[src/rtl/ldpc_3gpp_enc_mm_ctrl_pkg.sv]
// Shared encoder matrix-multiplier types: lifting size, data word, read strobes
// and the Hb entry descriptor used by both the controller and the mm datapath.
package ldpc_3gpp_enc_mm_ctrl_pkg;

  localparam int cZC_W     = 9;
  localparam int cDAT_W    = 8;
  localparam int cWSHIFT_W = 8;
  localparam int cBSHIFT_W = 3;

  typedef logic [cZC_W-1:0]  hb_zc_t;
  typedef logic [cDAT_W-1:0] dat_t;

  // Packed so that sop is bit 0 and eof is bit 3.
  typedef struct packed {
    logic eof;
    logic sof;
    logic eop;
    logic sop;
  } strb_t;

  typedef struct packed {
    logic [cWSHIFT_W-1:0] wshift;
    logic [cBSHIFT_W-1:0] bshift;
    logic                 is_max;
    logic                 is_masked;
  } mm_hb_value_t;

endpackage

[src/rtl/ldpc_3gpp_enc_mm_ctrl_cnt.sv]
// Word counter with synchronous clear, terminal flag at ilast and wrap to zero
// when incremented on the terminal value.
module ldpc_3gpp_enc_mm_ctrl_cnt
  import ldpc_3gpp_enc_mm_ctrl_pkg::*;
#(
  parameter int pW = 9
) (
  input  logic          iclk,
  input  logic          ireset,
  input  logic          iclkena,
  input  logic          iclr,
  input  logic          iinc,
  input  logic [pW-1:0] ilast,
  output logic [pW-1:0] ocnt,
  output logic          otc
);

  localparam logic [pW-1:0] ONE = pW'(1);

  assign otc = (ocnt == ilast);

  always_ff @(posedge iclk or posedge ireset) begin
    if (ireset) begin
      ocnt <= '0;
    end else if (iclkena) begin
      if (iclr || (iinc && otc)) ocnt <= '0;
      else if (iinc)             ocnt <= ocnt + ONE;
    end
  end

endmodule

[src/rtl/ldpc_3gpp_enc_mm_ctrl.sv]
// Single-port-RAM matrix-multiplier sequencer: load one Zc block, replay it per Hb entry.
// Optional macro LDPC_3GPP_ENC_MM_CTRL_PREFETCH_EN removes the FETCH gap between columns.
module ldpc_3gpp_enc_mm_ctrl
  import ldpc_3gpp_enc_mm_ctrl_pkg::*;
#(
  parameter int pADDR_W = 8,
  parameter int pCOL_W  = 5,
  parameter int pDAT_W  = 8
) (
  input  logic               iclk,
  input  logic               ireset,
  input  logic               iclkena,
  input  logic               istart,
  input  hb_zc_t             iused_zc,
  input  logic [pADDR_W:0]   inwords,
  input  logic [pCOL_W:0]    incol,
  input  logic               isval,
  input  logic [pDAT_W-1:0]  iwdat,
  output logic               osrdy,
  output logic [pCOL_W-1:0]  ohb_raddr,
  input  mm_hb_value_t       ihb_rdat,
  output hb_zc_t             oused_zc,
  output logic               owrite,
  output logic               owstart,
  output logic [pDAT_W-1:0]  owdat,
  output logic               oread,
  output logic               orstart,
  output mm_hb_value_t       orHb,
  output logic               orval,
  output strb_t              orstrb,
  output logic               obusy,
  output logic               odone
);

  typedef enum logic [2:0] {IDLE, WRITE, FETCH, READ, DONE} state_t;

  localparam logic [pADDR_W:0] ONE = (pADDR_W+1)'(1);
  localparam logic [pADDR_W:0] TWO = (pADDR_W+1)'(2);

  state_t             state;
  logic               fetch_ph;
  logic [pADDR_W:0]   nwords, col, col_inc, col_last, wlast, rlast, wcnt, rcnt;
  logic [pCOL_W:0]    ncol;
  logic               accept, wtc, rtc, last_col;

  assign accept   = (state == WRITE) & isval & iclkena;
  assign wlast    = nwords - ONE;
  assign rlast    = nwords + ONE;
  assign col_inc  = col + ONE;
  assign col_last = (pADDR_W+1)'(ncol) - ONE;
  assign last_col = (col == col_last);

  ldpc_3gpp_enc_mm_ctrl_cnt #(.pW(pADDR_W+1)) u_wcnt (
    .iclk(iclk), .ireset(ireset), .iclkena(iclkena),
    .iclr(state == IDLE), .iinc(accept), .ilast(wlast),
    .ocnt(wcnt), .otc(wtc)
  );

  ldpc_3gpp_enc_mm_ctrl_cnt #(.pW(pADDR_W+1)) u_rcnt (
    .iclk(iclk), .ireset(ireset), .iclkena(iclkena),
    .iclr(state != READ), .iinc(state == READ), .ilast(rlast),
    .ocnt(rcnt), .otc(rtc)
  );

  // Write port passes data straight through; everything else decodes from registers.
  assign osrdy   = (state == WRITE);
  assign owrite  = accept;
  assign owstart = accept & (wcnt == '0);
  assign owdat   = accept ? iwdat : '0;
  assign oread   = (state == READ);
  assign orstart = oread & (rcnt == '0);
  assign orval   = oread & (rcnt >= TWO);
  assign odone   = (state == DONE);

  always_comb begin
    orstrb     = '0;
    orstrb.sop = orval & (rcnt == TWO);
    orstrb.eop = orval & rtc;
    orstrb.sof = orval & (col == '0);
    orstrb.eof = orval & last_col;
  end

  always_ff @(posedge iclk or posedge ireset) begin
    if (ireset) begin
      state     <= IDLE;
      fetch_ph  <= 1'b0;
      obusy     <= 1'b0;
      oused_zc  <= '0;
      nwords    <= '0;
      ncol      <= '0;
      col       <= '0;
      ohb_raddr <= '0;
      orHb      <= '0;
    end else if (iclkena) begin
      case (state)
        IDLE: begin
          if (istart) begin
            oused_zc <= iused_zc;
            nwords   <= inwords;
            ncol     <= incol;
            col      <= '0;
            obusy    <= 1'b1;
            state    <= WRITE;
          end
        end
        WRITE: begin
          if (accept && wtc) begin
            fetch_ph  <= 1'b0;
            ohb_raddr <= '0;
            state     <= (ncol == '0) ? DONE : FETCH;
          end
        end
        FETCH: begin
          // Phase 0 presents the address, phase 1 sees the ROM data.
          fetch_ph <= 1'b1;
          if (fetch_ph) begin
            orHb  <= ihb_rdat;
            state <= READ;
          end
        end
        READ: begin
`ifdef LDPC_3GPP_ENC_MM_CTRL_PREFETCH_EN
          if ((rcnt == wlast) && !last_col) ohb_raddr <= pCOL_W'(col_inc);
`endif
          if (rtc) begin
            col <= col_inc;
            if (last_col) begin
              state <= DONE;
            end else begin
`ifdef LDPC_3GPP_ENC_MM_CTRL_PREFETCH_EN
              orHb <= ihb_rdat;
`else
              ohb_raddr <= pCOL_W'(col_inc);
              fetch_ph  <= 1'b0;
              state     <= FETCH;
`endif
            end
          end
        end
        DONE: begin
          obusy <= 1'b0;
          state <= IDLE;
        end
        default: state <= IDLE;
      endcase
    end
  end

endmodule

[config.mk]
export PLATFORM = sky130hd
export DESIGN_NAME = ldpc_3gpp_enc_mm_ctrl
export DESIGN_NICKNAME = d
export VERILOG_FILES = /design/src/rtl/ldpc_3gpp_enc_mm_ctrl_pkg.sv /design/src/rtl/ldpc_3gpp_enc_mm_ctrl_cnt.sv /design/src/rtl/ldpc_3gpp_enc_mm_ctrl.sv
export SDC_FILE = /design/constraint.sdc
export NUM_CORES = 1
export LEC_CHECK = 0
export BUFFER_PORTS_ARGS = -buffer_cell sky130_fd_sc_hd__buf_2
export CAP_MARGIN = 20
export CORE_ASPECT_RATIO = 1.4
export CORE_UTILIZATION = 44
export DETAILED_ROUTE_END_ITERATION = 8
export GPL_ROUTABILITY_DRIVEN = 0
export HOLD_SLACK_MARGIN = 0.15
export PLACE_DENSITY = 0.67
export SYNTH_ARGS = -nofsm -noshare
export SYNTH_HDL_FRONTEND = slang
export SYNTH_SLANG_ARGS = --single-unit
[constraint.sdc]
create_clock -name iclk -period 3.6 [get_ports iclk]
set_input_delay 0.18 -clock iclk [delete_from_list [all_inputs] [get_ports iclk]]
set_output_delay 0.18 -clock iclk [all_outputs]
set_load 0.02 [all_outputs]
; Word level (Yosys, flattened, before mapping)
; Cells that the tools add are included.
[classes]
add_sub_neg = 6
n_lt_le_gt_ge = 1
eq_ne = 14
n_mux = 25
n_bitwise = 9
n_reduce_logical = 24
[ops]
columns = operator, count
row1 = 9-bit 2-to-1 mux, 6
row2 = "9-bit by 1-bit adder with 9-bit output, second input constant", 4
row3 = 9-bit equality test, 3
row4 = 9-bit zero test, 3
row5 = 3-bit 2-to-1 mux, 6
row6 = 9-bit one-hot mux with 2 select lines, 1
row7 = 5-bit 2-to-1 mux, 3
row8 = 5-bit AND reduction, 3
row9 = 3-bit one-hot mux with 4 select lines, 1
row10 = 5-bit one-hot mux with 2 select lines, 1
row11 = 2-bit nonzero test, 5
row12 = 1-bit AND, 9
row13 = "9-bit by 2-bit equality test with 1-bit output, second input constant", 1
row14 = "9-bit by 2-bit greater-or-equal comparator with 1-bit output, second input constant", 1
row15 = 3-bit AND reduction, 3
row16 = "9-bit by 1-bit subtractor with 9-bit output, second input constant", 1
row17 = 8-bit 2-to-1 mux, 1
row18 = "6-bit by 1-bit subtractor with 7-bit output, second input constant", 1
row19 = "3-bit by 2-bit equality test with 1-bit output, second input constant", 2
row20 = 6-bit zero test, 1
row21 = "2-bit != test, second input constant", 3
row22 = 1-bit 2-to-1 mux, 4
row23 = "2-bit by 1-bit != test with 1-bit output, second input constant", 2
row24 = 2-bit AND reduction, 2
row25 = 10 further kinds, 12
[totals]
reg_bits = 74
input_bits = 50
output_inout_bits = 47
word_cells = 93

; Longest topological paths before layout
; Gate-level depths: netlist of run 1.
[logic_depth]
ltp_word = 7
mapped_depth = 11

; Modules after synthesis
; A second synthesis of run 1 with hierarchy kept.
[hier_totals]
cells_unflattened = 478
hier_area_um2 = 4314.1
[by_module_without_submodules]
columns = mod, n_inst, cells_each, area_per_inst_um2, seq_area_each_um2
row1 = ldpc_3gpp_enc_mm_ctrl, 1, 346, 3106.7, 1401.3
row2 = ldpc_3gpp_enc_mm_ctrl_cnt (u_rcnt), 1, 63, 605.6, 225.2
row3 = ldpc_3gpp_enc_mm_ctrl_cnt (u_wcnt), 1, 69, 601.8, 225.2

; Worst setup path after synthesis of run 1
; OpenSTA, ideal clock, no wires.
[synth_timing]
path_type = reg2reg
startpoint = register nwords[0]
endpoint = register ohb_raddr[0]
arrival_time_ps = 2854
setup_slack_ps = 621
stages_incl_launch_ff = 12
path_buffers = 2
cell_sequence = dfrtp_1 -> buf_2 -> inv_1 -> ha_1 -> or4b_4 -> o21ai_2 -> nand4_1 -> a2111o_1 -> or3_1 -> buf_6 -> a211oi_4 -> mux2_2
[synth_between]
elab_chain_cells = 5
elab_cells_between_ends = 8
classes_between = 2 x add/sub / 4 x eq/ne / 2 x reduce/logical
[synth_lines]
columns = item, line_no
row1 = start: declaration, ldpc_3gpp_enc_mm_ctrl.sv:42  ; logic [pADDR_W:0] nwords, col, col_inc, col_last, wlast, rlast, wcnt, rcnt;
row2 = start signal: assignment, ldpc_3gpp_enc_mm_ctrl.sv:99  ; nwords <= inwords;
row3 = 9-bit by 1-bit subtractor with 9-bit output, ldpc_3gpp_enc_mm_ctrl.sv:47  ; assign wlast = nwords - ONE;
row4 = 9-bit equality test, ldpc_3gpp_enc_mm_ctrl_cnt.sv:20  ; assign otc = (ocnt == ilast);
row5 = 1-bit logical AND, ldpc_3gpp_enc_mm_ctrl.sv:107  ; if (accept && wtc) begin
row6 = 2-bit by 1-bit != test with 1-bit output (no source line), --
row7 = 5-bit AND reduction (no source line) *, --
row8 = end signal: assignment, ldpc_3gpp_enc_mm_ctrl.sv:133  ; ohb_raddr <= pCOL_W'(col_inc);
row9 = end: declaration, ldpc_3gpp_enc_mm_ctrl.sv:20  ; output logic [pCOL_W-1:0] ohb_raddr,
; Every way passes the cells marked *; elsewhere a longest branch is shown, timed or not.
; A chain may end at the register's enable or synchronous reset.

; Final worst setup path of run 1
[layout_timing]
startpoint = register nwords[0]
endpoint = register ohb_raddr[2]
; Same word-level chain as after synthesis.

==> out/metrics.yaml, run 1 <==
clocking:
  root_buffer: "clkbuf_16"
  cts_tree: "done"
  clkTransAtPathRegs_ns: 0.06
  htree_levels: 3
  cts_buffer_depth: 2
  clock_sinks: 74
  insertion_delay_ns: 0.34
  cts_resized: 0
  postCtsSetupBuffers: 0
  numCtsBuffers: 9
  hold_buffers: 38
die:
  coreArea_um2: 9900
  rows: 43
  start_util: 0.450
  fp.dieW_um: 87.0
  fp.dieH_um: 121
  die-area_um2: 10500
  num_io_pins: 97
critical_path:
  r2r_cells: 9
  worst_r2r_startpoint: "nwords[0]$_DFFE_PP0P_"
  worstSetupStartpoint: "nwords[0]$_DFFE_PP0P_"
  cp-endpoint: "ohb_raddr[2]$_DFFE_PP0P_"
  worstSetupEndpointType: "register"
  critical_path_peak_fanout: 10
  start_kind: "register"
  worstReg2RegEnd: "ohb_raddr[2]$_DFFE_PP0P_"
  arrival_ns: 3.41
  crit_type: "reg -> reg"
  required_ns: 3.82
  ff2ff_setup_slack_ns: 0.41
synth:
  seq_area_frac_synth: 0.416
  yosys_warnings: 0
  synth-async-reset-ratio: 1.00
  syn-num-nets: 513
  ys_types: 58
  syn_area_per_cell_um2: 9.83
  netlist_instances: 453
  synth_edf_count: 0
  syn-cell-area_um2: 4450
  synth_seq_cells: 74
  synthFlopType: "dfrtp_1"
routing:
  wl_per_cell_um: 15.4
  drt-initial-drc-count: 178
  avgViaCountPerCell: 5.34
  postRouteAntennaNets: 0
  drc_errors: 0
  drtPass1Iterations: 4
  drt_wl_total_um: 11000
  vias: 3837
global_route:
  antenna_found_initial: 0
  grt_max_degree: 49
  grt_pass1_vias: 3853
  grt_usage: 0.221
  grt_pass1_wl_um: 17900
  grt_overflow: 0
sta:
  finalWorstSetupSlack_ns: 0.411
  final_hold_viol_count: 0
  finalMaxSlewViolations: 0
  holdWs_ns: 0.202
  finalSetupViolCount: 0
  finalSetupTns_ns: 0
  fin_crit_ns: 3.19
  rsz0062_at_grt: "false"
  tightest_slew_ns: 0.606
  period_share: 0.886
  fmax_mhz: 314
  clock_skew_ns: 0.00368
  max_slew_margin: 0.594
power:
  ir_worst_vdd_mv: 0.412
  power.density_nw_per_um2: 647
  total_leakage_power_nw: 2.70
outcome:
  status: "finished, final reports clean"
placed_design:
  port_buffers: 96
  hpwl_um: 7780
  post-place-ws_ns: 0.414
cells_and_area:
  n_antenna_cell: 0
  drive_gt1_frac: 0.298
  nets: 638
  fillCellCount: 883
  syn_to_final_growth_pct: 28.8
hold_path:
  hp-class: "in -> reg"
  holdPathStages: 2
job:
  cap_violations: 0
-- logic make-up after synthesis --
kind of cell / Yosys count / share of synthesized area
flip-flops: 74 / 0.416
multiplexers: 49 / 0.123
adder cells (fa/ha/maj): 10 / 0.0281
XOR/XNOR: 38 / 0.0747
AO/OA/AOI/OAI: 67 / 0.110
AND/OR/NAND/NOR: 163 / 0.198
buffers and inverters: 52 / 0.0511
-- per-stage QoR --
step,util,cell area [um^2],total power [mW],instances
global route,0.579,5740,3.96,718
detailed placement,0.506,5010,2.75,662
finish,0.579,5740,3.71,718
global placement,0.506,5010,2.70,662
CTS,0.576,5700,3.73,716
floorplan,-,4450,2.38,453
-- synth_stat cells, drive strengths merged, types with 2 or more instances --
cell	count	area [um^2]
a2111o	2	22.5
a211o	2	17.5
a211oi	3	40.0
a21o	3	22.5
a21oi	11	55.1
a22o	3	26.3
a311oi	2	17.5
a31oi	6	37.5
and2	13	81.3
and3	12	75.1
and4	3	26.3
buf	12	76.3
clkbuf	17	65.1
dfrtp	74	1850
ha	10	125
inv	22	82.6
mux2	44	495
mux2i	5	50.1
nand2	27	101
nand2b	7	43.8
nand3	20	100
nand3b	4	30.0
nand4	10	62.6
nand4b	4	35.0
nor2	32	120
nor2b	3	18.8
nor3	11	55.1
nor3b	2	15.0
nor4	5	37.5
nor4b	2	17.5
o211ai	2	15.0
o21ai	15	78.8
o22a	7	61.3
o31ai	4	30.0
or3	3	18.8
or4	2	15.0
xnor2	18	158
xor2	20	175
-- how the worst min path moves through the flow --
stage,start,to
finish,iclkena,u_rcnt.ocnt[0]$_DFFE_PP0P_
global route,iclkena,u_rcnt.ocnt[0]$_DFFE_PP0P_
CTS,iclkena,u_rcnt.ocnt[0]$_DFFE_PP0P_
detailed placement,inwords[4],nwords[4]$_DFFE_PP0P_
global placement,iused_zc[7],oused_zc[7]$_DFFE_PP0P_
floorplan,incol[0],ncol[0]$_DFFE_PP0P_
-- sequential cells by signal (all words and copies together), names as in the netlist --
name and flops:
col 9, fetch_ph 1, ncol 6, nwords 9, obusy 1, ohb_raddr 5
orHb 13, oused_zc 9, state 3, u_rcnt.ocnt 9, u_wcnt.ocnt 9
-- routing by layer --
metal  wire (um)  vias up  global-route usage
met3         594       24              0.0524
li1            -     1852                   -
met5           0        -                   0
met4         253        0               0.106
met2        5810      118               0.389
met1        4370     1843               0.247
-- layout make-up --
| class | count | area [um^2] | area share |
|---|---|---|---|
| clock buffers | 10 | 239 | 0.0417 |
| clock inverters | 6 | 71.3 | 0.0124 |
| inverters | 23 | 86.3 | 0.0151 |
| multi-input cells | 327 | 2370 | 0.414 |
| flip-flops and latches | 74 | 1850 | 0.323 |
| well taps | 135 | 169 | 0.0295 |
| repair buffers | 143 | 945 | 0.165 |
-- power by group --
part	total (mW)	internal, mW	leakage, nW	switching (mW)
combinational	1.40	0.650	1.59	0.753
clock	0.931	0.563	0.146	0.368
sequential	1.38	1.07	0.968	0.308
-- layout by cell type (no fill, tap or decap), types with 11 or more instances in the layout --
cell type and count:
mux2_2 44, dfrtp_1 74, a21oi_1 11, nand3_1 20, dlygate4sd3_1 38, o21ai_0 14
xnor2_1 18, and2_1 13, and3_1 12, nand2_1 27, xor2_1 20, nor3_1 11
nor2_1 32, buf_2 96, inv_1 20
-- worst max-delay path: stages (launching register included) --
cell      delay [ns]
dfrtp_1         0.49
inv_1           0.10
ha_1            0.24
or4b_4          0.50
o21ai_2         0.13
nand4_1         0.08
a2111o_1        0.33
or3_1           0.46
a211oi_4        0.37
mux2_2          0.38
No activity file was read; power rests on OpenSTA's default activity.
==> run 2, diff against run 1 <==
PLACE_DENSITY = unset   (was 0.67)
PLACE_DENSITY_LB_ADDON = 0.3   (was unset)
==> out/metrics.yaml, run 2 (synthesis gave the netlist of run 1 again) <==
global_route:
  grt_overflow: 0
  grt_pass1_vias: 3856
  antenna_found_initial: 0
  grt_max_degree: 75
  grt_pass1_wl_um: 18100
  grt_usage: 0.225
critical_path:
  critPathTopFamily: "simple AND/OR/NAND/NOR gates"
  ff2ff_setup_slack_ns: 0.35
  required_ns: 3.83
  start_kind: "register"
  worstReg2RegEnd: "ohb_raddr[3]$_DFFE_PP0P_"
  cp-endpoint: "ohb_raddr[3]$_DFFE_PP0P_"
  crit_chain: "inv_1, ha_1, or4b_4, o21ai_2, nand4_1, a2111o_1, or3_1, a211oi_4, mux2_2"
  worst_r2r_startpoint: "nwords[0]$_DFFE_PP0P_"
  slowest_delay_ns: 0.51
  arrival_ns: 3.49
  worstSetupStartpoint: "nwords[0]$_DFFE_PP0P_"
  crit_type: "reg -> reg"
  worstSetupEndpointType: "register"
  slowest_stage: "or4b_4"
  critical_path_peak_fanout: 10
  path_depth: 9
  r2r_cells: 9
  crit_buf_inv: 1
cells_and_area:
  stdcell_count: 715
  n_antenna_cell: 0
  drive_gt1_frac: 0.297
  syn_to_final_growth_pct: 27.8
  nets: 635
  fillCellCount: 921
  layout_commonest_cell: "buf_2"
  final_cell_mix: "96 x buf_2, 74 x dfrtp_1, 44 x mux2_2, 37 x dlygate4sd3_1, 32 x nor2_1"
  regMostFlops: "orHb"
  largest_reg_flops: 13
  final_area_um2: 5690
sta:
  finalSetupViolCount: 0
  finalSetupTns_ns: 0
  finalWorstSetupSlack_ns: 0.346
  rsz0062_at_grt: "false"
  max_slew_margin: 0.367
  fmax_mhz: 307
  fin_crit_ns: 3.25
  final_hold_viol_count: 0
  tightest_slew_ns: 0.950
  finalMaxSlewViolations: 0
  clock_skew_ns: 0.00946
  period_share: 0.904
clocking:
  hold_buffers: 37
  postCtsSetupBuffers: 0
  insertion_delay_ns: 0.34
  cts_tree: "done"
  htree_levels: 3
  cts_resized: 0
  clock_sinks: 74
  root_buffer: "clkbuf_16"
  clkTransAtPathRegs_ns: 0.06
  numCtsBuffers: 9
  cts_buffer_depth: 2
die:
  start_util: 0.450
  fp.dieW_um: 87.0
  die-area_um2: 10500
  rows: 43
  num_io_pins: 97
  coreArea_um2: 9900
  fp.dieH_um: 121
power:
  p_sw_mw: 1.46
  total_power_mw: 3.73
  total_leakage_power_nw: 2.69
  pwr-share-clk: 0.252
  p_int_mw: 2.26
  power.density_nw_per_um2: 655
  seqPwrFrac: 0.373
  switching_share: 0.393
  pwr-share-comb: 0.376
  ir_worst_vdd_mv: 0.474
routing:
  wl_per_cell_um: 15.8
  drc_errors: 0
  drt_wl_total_um: 11300
  avgViaCountPerCell: 5.44
  postRouteAntennaNets: 0
  vias: 3892
  drtPass1Iterations: 6
  drt-initial-drc-count: 177
job:
  cap_violations: 0
placed_design:
  dpl_cell_area_um2: 5010
  port_buffers: 96
  hpwl_um: 7660
  dpl.cell_count: 661
  post-place-ws_ns: 0.381
outcome:
  status: "finished, final reports clean"
hold_path:
  hp-class: "in -> async"
==> run 2: cell count changes in the layout (fill, tap and decap cells not counted), sizes merged <==
cell	before	now
clkinv	1	3
clkbuf	10	9
inv	25	26
dlygate4sd3	38	37
buf	105	103
clkinvlp	2	0
==> run 2: through the flow <==
stage | utilization | hold WS (ns)
floorplan | - | 0.331
CTS | 0.574 | 0.182
global route | 0.575 | 0.208
detailed placement | 0.506 | 0.415
global placement | 0.506 | 0.412
finish | 0.575 | 0.131
==> run 2: worst min-delay path by stage <==
stage / startpoint / endpoint / slack, ns
after floorplan: incol[0] / ncol[0]$_DFFE_PP0P_ / 0.33
after global placement: iused_zc[7] / oused_zc[7]$_DFFE_PP0P_ / 0.41
after detailed placement: inwords[4] / nwords[4]$_DFFE_PP0P_ / 0.41
after CTS: ireset / orHb[12]$_DFFE_PP0P_ / 0.18
after global routing: iclkena / state[2]$_DFFE_PP0P_ / 0.21
final: ireset / orHb[2]$_DFFE_PP0P_ / 0.13
==> run 2: worst min-delay path, cell delays in order <==
cell   delay, ns
buf_2       0.11
inv_2       0.04
buf_4       0.71
==> run 2: power by group through the flow <==
stage | logic [mW] | clock network, mW | registers [mW]
3_5_place_dp | 1.36 | 0 | 1.40
3_3_place_gp | 1.32 | 0 | 1.37
5_1_grt | 1.53 | 0.996 | 1.43
6_report | 1.40 | 0.938 | 1.39
4_1_cts | 1.40 | 0.960 | 1.38
2_1_floorplan | 0.988 | 0 | 1.39
==> run 2: layout make-up <==
cell class	instances	area [um^2]	share of cell area
multi-input cells	327	2370	0.417
flip-flops and latches	74	1850	0.325
repair buffers	140	903	0.159
clock buffers	9	225	0.0396
well taps	135	169	0.0297
inverters	23	86.3	0.0152
clock inverters	7	82.6	0.0145
==> run 2: routing by layer <==
| metal | GRT usage | share of wire | vias to the layer above |
|---|---|---|---|
| li1 | - | - | 1850 |
| met1 | 0.254 | 0.39 | 1912 |
| met2 | 0.400 | 0.54 | 108 |
| met3 | 0.0476 | 0.047 | 22 |
| met4 | 0.103 | 0.030 | 0 |
| met5 | 0 | 0 | - |
